**config.mk**
```make
export PLATFORM = sky130hd
export DESIGN_NAME = uart_tx
export DESIGN_NICKNAME = d
export VERILOG_FILES = /design/src/rtl/uart_tx.sv
export SDC_FILE = /design/constraint.sdc
export NUM_CORES = 1
export LEC_CHECK = 0
export ABC_AREA = 1
export CAP_MARGIN = 20
export CORE_MARGIN = 2
export CORE_UTILIZATION = 46
export CTS_BUF_LIST = sky130_fd_sc_hd__clkbuf_16
export CTS_CLUSTER_DIAMETER = 150
export DETAILED_ROUTE_END_ITERATION = 8
export GPL_TIMING_DRIVEN = 0
export PLACE_DENSITY = 0.67
export SYNTH_ARGS = -nofsm -noshare
export SYNTH_HDL_FRONTEND = slang
export SYNTH_SLANG_ARGS = --single-unit
```
**constraint.sdc**
```tcl
create_clock -name i_clk -period 2.7 [get_ports i_clk]
set_input_delay 0.405 -clock i_clk [delete_from_list [all_inputs] [get_ports i_clk]]
set_output_delay 0.405 -clock i_clk [all_outputs]
set_load 0.02 [all_outputs]
```
**src/rtl/uart_tx.sv**
```systemverilog
// 8N1 UART transmitter with a small byte FIFO in front of the shift FSM.
// Line idles high; bytes go out LSB first; host is stalled via o_tx_ready when the FIFO is full.
module uart_tx #(
  parameter int CLOCK_FREQUENCY = 50_000_000,
  parameter int BAUD_RATE       = 115200,
  parameter int FIFO_DEPTH      = 4
) (
  input  logic                          i_clk,
  input  logic                          i_rst,
  input  logic                          i_tx_valid,
  input  logic [7:0]                    i_tx_byte,
  output logic                          o_tx_ready,
  output logic                          o_tx_serial,
  output logic                          o_tx_busy,
  output logic                          o_tx_done,
  output logic [$clog2(FIFO_DEPTH):0]   o_fifo_count
);

  localparam int CLKS_PER_BIT = CLOCK_FREQUENCY / BAUD_RATE;
  localparam int BW = $clog2(CLKS_PER_BIT);
  localparam int PW = $clog2(FIFO_DEPTH);
  localparam int CW = PW + 1;
  localparam logic [BW-1:0] BAUD_LOAD  = BW'(CLKS_PER_BIT - 1);
  localparam logic [CW-1:0] FULL_COUNT = CW'(FIFO_DEPTH);

  typedef enum logic [1:0] {IDLE, START, DATA, STOP} state_t;

  state_t        state_q, state_d;
  logic [BW-1:0] baud_q, baud_d;
  logic [2:0]    bit_idx_q, bit_idx_d;
  logic [7:0]    shift_q, shift_d;
  logic          serial_q, serial_d;
  logic [PW-1:0] wr_ptr_q, rd_ptr_q;
  logic [CW-1:0] count_q, count_d;
  logic [7:0]    fifo_mem_q [FIFO_DEPTH];
  logic          push, pop, fifo_empty, baud_end;

  assign fifo_empty = (count_q == '0);
  assign o_tx_ready = (count_q != FULL_COUNT);
  assign push       = i_tx_valid & o_tx_ready;
  assign baud_end   = (baud_q == '0);

  always_comb begin
    state_d   = state_q;
    baud_d    = baud_q;
    bit_idx_d = bit_idx_q;
    shift_d   = shift_q;
    serial_d  = serial_q;
    pop       = 1'b0;
    case (state_q)
      IDLE: begin
        if (!fifo_empty) begin
          pop      = 1'b1;
          shift_d  = fifo_mem_q[rd_ptr_q];
          baud_d   = BAUD_LOAD;
          serial_d = 1'b0;
          state_d  = START;
        end
      end
      START: begin
        if (baud_end) begin
          state_d   = DATA;
          bit_idx_d = 3'd0;
          baud_d    = BAUD_LOAD;
          serial_d  = shift_q[0];
        end else begin
          baud_d = baud_q - 1'b1;
        end
      end
      DATA: begin
        if (baud_end) begin
          baud_d = BAUD_LOAD;
          if (bit_idx_q == 3'd7) begin
            state_d  = STOP;
            serial_d = 1'b1;
          end else begin
            // shift_q[0] is the bit on the line; bit 1 is the next one out
            bit_idx_d = bit_idx_q + 3'd1;
            shift_d   = shift_q >> 1;
            serial_d  = shift_q[1];
          end
        end else begin
          baud_d = baud_q - 1'b1;
        end
      end
      STOP: begin
        if (baud_end) begin
          if (!fifo_empty) begin
            pop      = 1'b1;
            shift_d  = fifo_mem_q[rd_ptr_q];
            baud_d   = BAUD_LOAD;
            serial_d = 1'b0;
            state_d  = START;
          end else begin
            state_d = IDLE;
          end
        end else begin
          baud_d = baud_q - 1'b1;
        end
      end
      default: state_d = IDLE;
    endcase
  end

  always_comb begin
    count_d = count_q;
    case ({push, pop})
      2'b10:   count_d = count_q + CW'(1);
      2'b01:   count_d = count_q - CW'(1);
      default: count_d = count_q;
    endcase
  end

  always_ff @(posedge i_clk) begin
    if (i_rst) begin
      state_q   <= IDLE;
      baud_q    <= '0;
      bit_idx_q <= 3'd0;
      shift_q   <= 8'h00;
      serial_q  <= 1'b1;
      wr_ptr_q  <= '0;
      rd_ptr_q  <= '0;
      count_q   <= '0;
    end else begin
      state_q   <= state_d;
      baud_q    <= baud_d;
      bit_idx_q <= bit_idx_d;
      shift_q   <= shift_d;
      serial_q  <= serial_d;
      count_q   <= count_d;
      if (push) wr_ptr_q <= wr_ptr_q + PW'(1);
      if (pop)  rd_ptr_q <= rd_ptr_q + PW'(1);
    end
  end

  // Storage needs no reset: contents are only read behind a non-zero count.
  always_ff @(posedge i_clk) begin
    if (push) fifo_mem_q[wr_ptr_q] <= i_tx_byte;
  end

  assign o_tx_serial  = serial_q;
  assign o_tx_busy    = (state_q != IDLE);
  assign o_tx_done    = (state_q == STOP) && baud_end;
  assign o_fifo_count = count_q;

endmodule

```
==> results_dict.tcl <==
set metrics [dict create \
    outcome "complete, no violations" \
    rrSetupSlack_ns 0.28 \
    h-tree-depth 3 \
    synthesis.area_sq_um 3105 \
    layout.area.seq_sq_um 1602 \
    cts_sinks 64 \
    period_share 0.8979 \
    p_total_w 0.004574 \
    reg2reg_to "o_fifo_count[2]" \
    clock_latency_ns 0.33 \
    clk_pin_slew_worst_paths_ns 0.06 \
    critical-path-max-stage-delay_ns 0.38 \
    hold_path_class "reg2reg" \
    p_per_area_nw_per_um2 1233 \
    coreArea_sq_um 6422 \
    internal_power_w 0.002761 \
    fin_skew_ns 0.005656 \
    worst_r2r_path_depth 13 \
    place_congestion 0.8445 \
    crit_type "reg2reg" \
    worstPathCellList "inv_1, ha_2, nand2_2, nor2_4, nand4_1, a21oi_2, ha_1, inv_1, fa_1, a21oi_1, o21ai_0, o21ai_0, a21oi_1" \
    period_needed_ns 2.424 \
    first_iter_violations 161 \
    ys_types 29 \
    gr-total-overflow 0 \
    die_area_sq_um 7424 \
    dp_slack_ns 0.2536 \
    finalNonFillerCells 480 \
    slew_violations 0 \
    die_h_um 86.17 \
    pwr-share-seq 0.305 \
    synth-main-ff-cell "edfxtp_1" \
    vias 2483 \
    maxCapViolations 0 \
    cts_tree "built" \
    pwr-share-clk 0.277 \
    cts-root-buf "clkbuf_16" \
    finalSetupViolCount 0 \
    ys_seq_area_frac 0.5157 \
    syn-mean-instance-area_sq_um 8.393 \
    final_cell_mix "nand2_1, nor2_1, inv_1, a21oi_1, o21ai_0" \
    grt_max_degree 14 \
    final_nets 423 \
    reg2reg_from "baud_q[0]" \
    cts_buffer_depth 2 \
    dpl.cell_count 464 \
    grt_pass1_vias 2388 \
    yosys_warnings 0 \
    io_buffers 17 \
    diodes 0 \
    leakagePower_nw 1.561 \
    p_sw_w 0.001813 \
    layout_commonest_cell "nand2_1" \
    antenna_found_initial 0 \
    holdWs_ns 0.4530 \
    wl_per_cell_um 12.82 \
    ctsHoldBuffers 0 \
    synthesis.nets 395 \
    synth.area.top_cells "edfxtp_1, dfxtp_1, nand2_1" \
    fmax_ghz 0.4125 \
    finalHoldViolCount 0 \
    endpoint_kind "flip-flop" \
    rows 29 \
    cp-start-kind "flip-flop" \
    cp.depth 13 \
    post_cts_resized 0 \
    synth_edf_count 32 \
    syn_inst 370 \
    crit_path_max_fanout 5 \
    cts_buffers 9 \
    critical-path-top-delay-family "adder cells" \
    post_cts_buffers 0 \
    drc 0 \
    hpwl_um 4240 \
    fin_ws_ns 0.2758 \
    post_drt_via_cell_ratio 5.173 \
    multi_input_area_sq_um 1286 \
    grt_pass1_wl_um 10800 \
    synth_top_area_cell "edfxtp_1" \
    endpoint "o_fifo_count[2]" \
    die_x_um 86.17 \
    async_flop_share 0 \
    drive_gt1_frac 0.08933 \
    drt_pre_antenna_iters 4 \
    power_frac_comb 0.418 \
    crit_arrival_ns 2.64 \
    peakVddDrop_uv 608.7 \
    drtAntennaViolNets 0 \
    worst_slew_pin_slew_ns 0.7620 \
    start_util 0.4835 \
    sw_frac_of_total 0.3964 \
    n_fill_cell 591 \
    finalSetupTns_ns 0 \
    critPathLaunch "baud_q[0]" \
    required_ns 2.92 \
    slew_headroom 0.4901 \
    yosysTopAreaCellShare 0.3094 \
    critPathSlowestCell "fa_1" \
    track_usage 0.1881 \
    finalWirelength_um 6155 \
    crit_buf_inv 2 \
    syn2layout_area_growth_pct 19.42 \
    synth-seq-cells 64 \
    pin_count 18 \
]
[power by group through the flow]
stage | registers [W] | clock network, W | logic, W
final | 0.00140 | 0.00127 | 0.00191
after global routing | 0.00143 | 0.00133 | 0.00221
after CTS | 0.00140 | 0.00129 | 0.00190
after detailed placement | 0.00141 | 0 | 0.00188
after global placement | 0.00141 | 0 | 0.00186
after floorplan | 0.00141 | 0 | 0.00143
[cell families after synthesis]
family,synth area share
xor gates and xnor gates,0.008462
adders and majority gates,0.05883
buffers and inverters,0.07211
DFF,0.5157
and+or+nand+nor,0.2095
AOI/OAI and AO/OA,0.1354
[layer usage]
layer  GRT usage  up-vias  share of wire
li1            -     1277              -
met3     0.04812       10          0.051
met4     0.08369        0          0.018
met5           0        -              0
met1      0.2462     1142           0.46
met2      0.2939       54           0.47
[worst min-delay path by stage]
stage	startpoint	to	slack, ns	cells past startpoint
floorplan	shift_q[0]	shift_q[0]	0.44	2
global placement	o_tx_serial	o_tx_serial	0.44	2
detailed placement	o_tx_serial	o_tx_serial	0.45	2
CTS	o_tx_serial	o_tx_serial	0.46	2
global route	shift_q[0]	shift_q[0]	0.49	2
finish	o_tx_serial	o_tx_serial	0.45	2
[flip-flops by register name, indices dropped and copies added (netlist names), named ones only]
| signal | count |
|---|---|
| baud_q | 9 |
| o_fifo_count | 3 |
| state_q | 2 |
| wr_ptr_q | 2 |
| o_tx_serial | 1 |
| bit_idx_q | 3 |
| rd_ptr_q | 2 |
| fifo_mem_q | 32 |
| shift_q | 8 |
[layout make-up]
class / instances / share of cell area
inverter: 44 / 0.04487
tap: 77 / 0.02598
timing repair buffer: 17 / 0.04656
sequential: 64 / 0.4318
multi-input combinational: 250 / 0.3468
clock buffer: 9 / 0.06073
clock inverter: 7 / 0.02767
buffer: 12 / 0.01552
[synth_stat cells (all sizes together), types with 2 or more instances]
library cell	number
clkbuf	6
nor2	52
ha	13
clkinv	2
dfxtp	32
edfxtp	32
a21oi	36
buf	6
nand2	71
xor2	2
inv	42
nand3	26
o21ai	42
nand4	4
[per-stage QoR]
step	instance area (sq um)	util
5_1_grt	3709	0.5774
3_3_place_gp	3372	0.5250
6_report	3709	0.5774
4_1_cts	3700	0.5761
2_1_floorplan	3105	-
3_5_place_dp	3372	0.5250
[worst reg2reg max path, cell delays in order (launching register included)]
cell,delay (ns)
dfxtp_1,0.34
inv_1,0.09
ha_2,0.21
nand2_2,0.08
nor2_4,0.17
nand4_1,0.18
a21oi_2,0.19
ha_1,0.16
inv_1,0.07
fa_1,0.38
a21oi_1,0.14
o21ai_0,0.10
o21ai_0,0.16
a21oi_1,0.05
(Power assumes the default switching activity.)
==> patch 1 (config.mk and constraints unchanged) <==
Register the output `o_fifo_count` once more, cleared by the reset; this adds one clock of latency there. The other outputs are not delayed to match.
--- a/src/rtl/uart_tx.sv
+++ b/src/rtl/uart_tx.sv
@@ -141,7 +141,13 @@
   assign o_tx_serial  = serial_q;
   assign o_tx_busy    = (state_q != IDLE);
   assign o_tx_done    = (state_q == STOP) && baud_end;
-  assign o_fifo_count = count_q;
+  always_ff @(posedge i_clk) begin
+    if (i_rst) begin
+      o_fifo_count <= '0;
+    end else begin
+      o_fifo_count <= count_q;
+    end
+  end
 
 endmodule
 
Check against the original RTL: not equivalent (a bounded check fails within 4 cycles, from zero or initial values and one cycle with i_rst high).
==> patch 1 against the original RTL <==
- total power fell by 4.6%
- via count fell by 0.20%
- wire length increased by 2.4%
- sequential cell count up 3
- first-iteration DRC count shrank 14%
- critical endpoint is now count_q[2]
- clock skew shrank 0.0024 ns
- cell area down 0.94%
- worst setup slack got worse by 0.0035 ns
- synthesized area grew 0.40%
- global-route usage is 0.68 points lower
==> patch 1: results (changes against the original RTL) <==
metric	value	unit	change
status	finished, final reports clean		
drive_gt1_frac	0.08101		-0.008317
dp_cells	459		-1.1%
p_seq	0.00144	W	+3%
drt-initial-drc-count	139		-14%
num-fill-cells	620		+4.9%
cp_max_fo	6		+1
grt_usage	0.1813		-0.006847
place_area	3388	µm²	+0.48%
grt_pass1_vias	2277		-4.6%
use_met1	0.2388		-0.007339
synthXorXnorAreaFrac	0.01124		+0.002775
power_frac_seq	0.330		+0.025
fin_cells	475		-1.0%
gp_congestion	0.8729		+3.4%
synth-main-ff-cell	dfxtp_1		
synth_common_cells	nand2_1 (60), nor2_1 (54), inv_1 (40), o21ai_0 (36), dfxtp_1 (35)		
leakage	1.513	nW	-3.0%
fin_skew	0.003208	ns	-0.002448 ns
peakVddDrop	0.6012	mV	-1.2%
ys_types	27		-6.9%
p_clk_frac	0.246		-0.031
syn_nets	387		-2.0%
synth.area.top_cells	edfxtp_1 (31%), dfxtp_1 (22%), nand2_1 (7.2%)		
grt_pass1_wl	10.60	mm	-1.9%
patch 1: layout make-up:
cell class              instances  area [µm²]  share of cell area
well taps                      80       100.1             0.02725
plain buffers                   9       58.81             0.01601
flip-flops and latches         67        1662              0.4523
repair buffers                 17       170.2             0.04632
clock buffers                   9       225.2             0.06131
clock inverters                 7       52.55             0.01431
inverters                      44       167.7             0.04564
multi-input cells             242        1237              0.3369
patch 1: path summary, 6_finish.rpt:
path,slack (ns),from,to,cells past startpoint
worst max-delay path,0.27,state_q[0],count_q[2],12
worst min-delay path,0.48,bit_idx_q[1],bit_idx_q[1],2
worst max register to register,0.27,state_q[0],count_q[2],12
worst min register to register,0.48,bit_idx_q[1],bit_idx_q[1],2
patch 1: critical path: stages (launching register included):
cell	delay, ns
dfxtp_1	0.41
inv_1	0.12
ha_1	0.39
nor2_1	0.22
nand2_2	0.11
inv_2	0.07
ha_1	0.13
inv_1	0.07
fa_1	0.39
a21oi_1	0.15
o21ai_1	0.10
o21ai_1	0.12
a21oi_1	0.05
==> patch 2 (same settings) <==
Without the edit above. The parameter `FIFO_DEPTH` goes from 4 to 8.
--- a/src/rtl/uart_tx.sv
+++ b/src/rtl/uart_tx.sv
@@ -3,7 +3,7 @@
 module uart_tx #(
   parameter int CLOCK_FREQUENCY = 50_000_000,
   parameter int BAUD_RATE       = 115200,
-  parameter int FIFO_DEPTH      = 4
+  parameter int FIFO_DEPTH      = 8
 ) (
   input  logic                          i_clk,
   input  logic                          i_rst,
Interface: changed (resized o_fifo_count); port bits go from 18 to 19. No check against the original RTL was run, so the function may have changed too.
==> patch 2 against the original RTL <==
- total power rose by 21%
- count of clock-buffer cells in the layout did not move
- wire length rose by 67%
- worst setup slack got worse by 0.031 ns
- cell area rose by 44%
- synthesized area rose by 51%
- maximum frequency fell by 1.3%
- sequential cell count rose by 36
- worst hold slack improved by 0.025 ns
- core utilization fell by 3.5 points
- critical endpoint unchanged
- largest cell class unchanged
- largest power group unchanged
==> patch 2: results (changes against the original RTL) <==
metric	value	unit	change
yosysMostFrequentCell	nand2_1		
p_clk_frac	0.222		-0.055
switching_share	0.4036		+0.007168
power_frac_seq	0.358		+0.053
postCtsSetupBuffers	0		unchanged
antennaDiodeCount	0		unchanged
use_met1	0.2653		+0.01916
cp.arrival	2.68	ns	+0.04 ns
use_met3	0.02994		-0.01818
grt_usage	0.1904		+0.002329
status	finished, final reports clean		
drt_wl_total	10.27	mm	+67%
gp_congestion	0.9267		+9.7%
vias_per_cell	5.119		-1.0%
grt_pass1_wl	16.65	mm	+54%
synth_common_cells	nand2_1 (139), nor2_1 (81), edfxtp_1 (64), inv_1 (50), nand3_1 (49)		
seq_area_frac_synth	0.5626		+0.04689
syn_nets	566		+43%
cp_max_fo	10		+5
reg_top3	fifo_mem_q (64), baud_q (9), shift_q (8)		
slew_headroom	0.3646		-0.1256
grt_use_met2	0.2996		+0.005760
grt_pass1_vias	3460		+45%
fin_nets	595		+41%
reg2reg_slack	0.24	ns	-0.03 ns
peakVddDrop	0.6845	mV	+12%
clk-power	0.00123	W	-3%
dp_hpwl	7.032	mm	+66%
r2r-start	o_fifo_count[1]		
fmax	407.2	MHz	-1.3%
drc	0		unchanged
clk_pin_slew_worst_paths	0.07	ns	
ys_async_sr_fraction	0		unchanged
fin_skew	0.008182	ns	+0.002527 ns
synth-edff-count	64		+100%
pre_cts_slack	0.1028	ns	-0.1508 ns
drt-initial-drc-count	194		+20%
reg2reg_depth	14		+1
crit_path_end	o_fifo_count[2]		
worst_path_max_delay_cell	dfxtp_1		
drive_gt1_frac	0.08348		-0.005852
cts-root-buf	clkbuf_16		
grt_max_degree	19		+5
synth.area.top_cells	edfxtp_1 (41%), dfxtp_1 (15%), nand2_1 (11%)		
portBuffers	18		+1
slowest_delay	0.47	ns	+0.09 ns
ys_types	27		-6.9%
cp_top_family	simple AND/OR/NAND/NOR gates		
leakage	2.299	nW	+47%
yosysWarningCount	0		unchanged
==> patch 2: changes by cell type in the layout (fill, tap and decap cells not counted), moves of 3 or more <==
cell,unedited run,this run
o21ai_0,33,18
nor2_1,50,80
nand2_2,4,1
a21oi_1,34,31
inv_1,41,49
nand3_1,26,49
o21ai_1,6,0
buf_2,4,10
nand2_1,66,139
nand4_1,4,11
edfxtp_1,32,64
dfxtp_1,32,36
or2_2,0,7
nor3_1,0,5
==> patch 2: kinds of logic after synthesis <==
family,count (synthesis),synth area share
compound gates,53,0.05887
flops,100,0.5626
fa+ha+maj,14,0.03729
buf+inv,70,0.06020
xor+xnor,6,0.01119
simple gates,298,0.2698
==> patch 2: what timing repair did <==
| action | CTS | global route |
|---|---|---|
| endpoints found under the hold margin | 0 | 0 |
| endpoints found under the setup margin | 0 | 3 |
| gates resized for setup | 0 | 6 |
==> patch 2: per-stage QoR <==
| step | std cells | instance area [µm²] | hold WS, ns |
|---|---|---|---|
| after CTS | 708 | 5325 | 0.4863 |
| after floorplan | 541 | 4697 | 0.4521 |
| after global routing | 708 | 5350 | 0.5212 |
| final | 708 | 5350 | 0.4776 |
| after detailed placement | 692 | 5044 | 0.4657 |
| after global placement | 692 | 5044 | 0.4472 |
==> patch 2: final cells by class <==
cell class	instances	area (µm²)
Inverter	53	198.9
Fill cell	908	4514
Clock buffer	9	225.2
Buffer	17	83.83
Timing Repair Buffer	18	180.2
Sequential cell	100	2643
Clock inverter	7	56.30
Tap cell	133	166.4
Multi-Input combinational cell	371	1797
==> patch 2: metal layers <==
| layer | wire, µm | share of wire |
|---|---|---|
| met2 | 4791 | 0.47 |
| met5 | 0 | 0 |
| met3 | 631 | 0.061 |
| met1 | 4745 | 0.46 |
| met4 | 96 | 0.0094 |
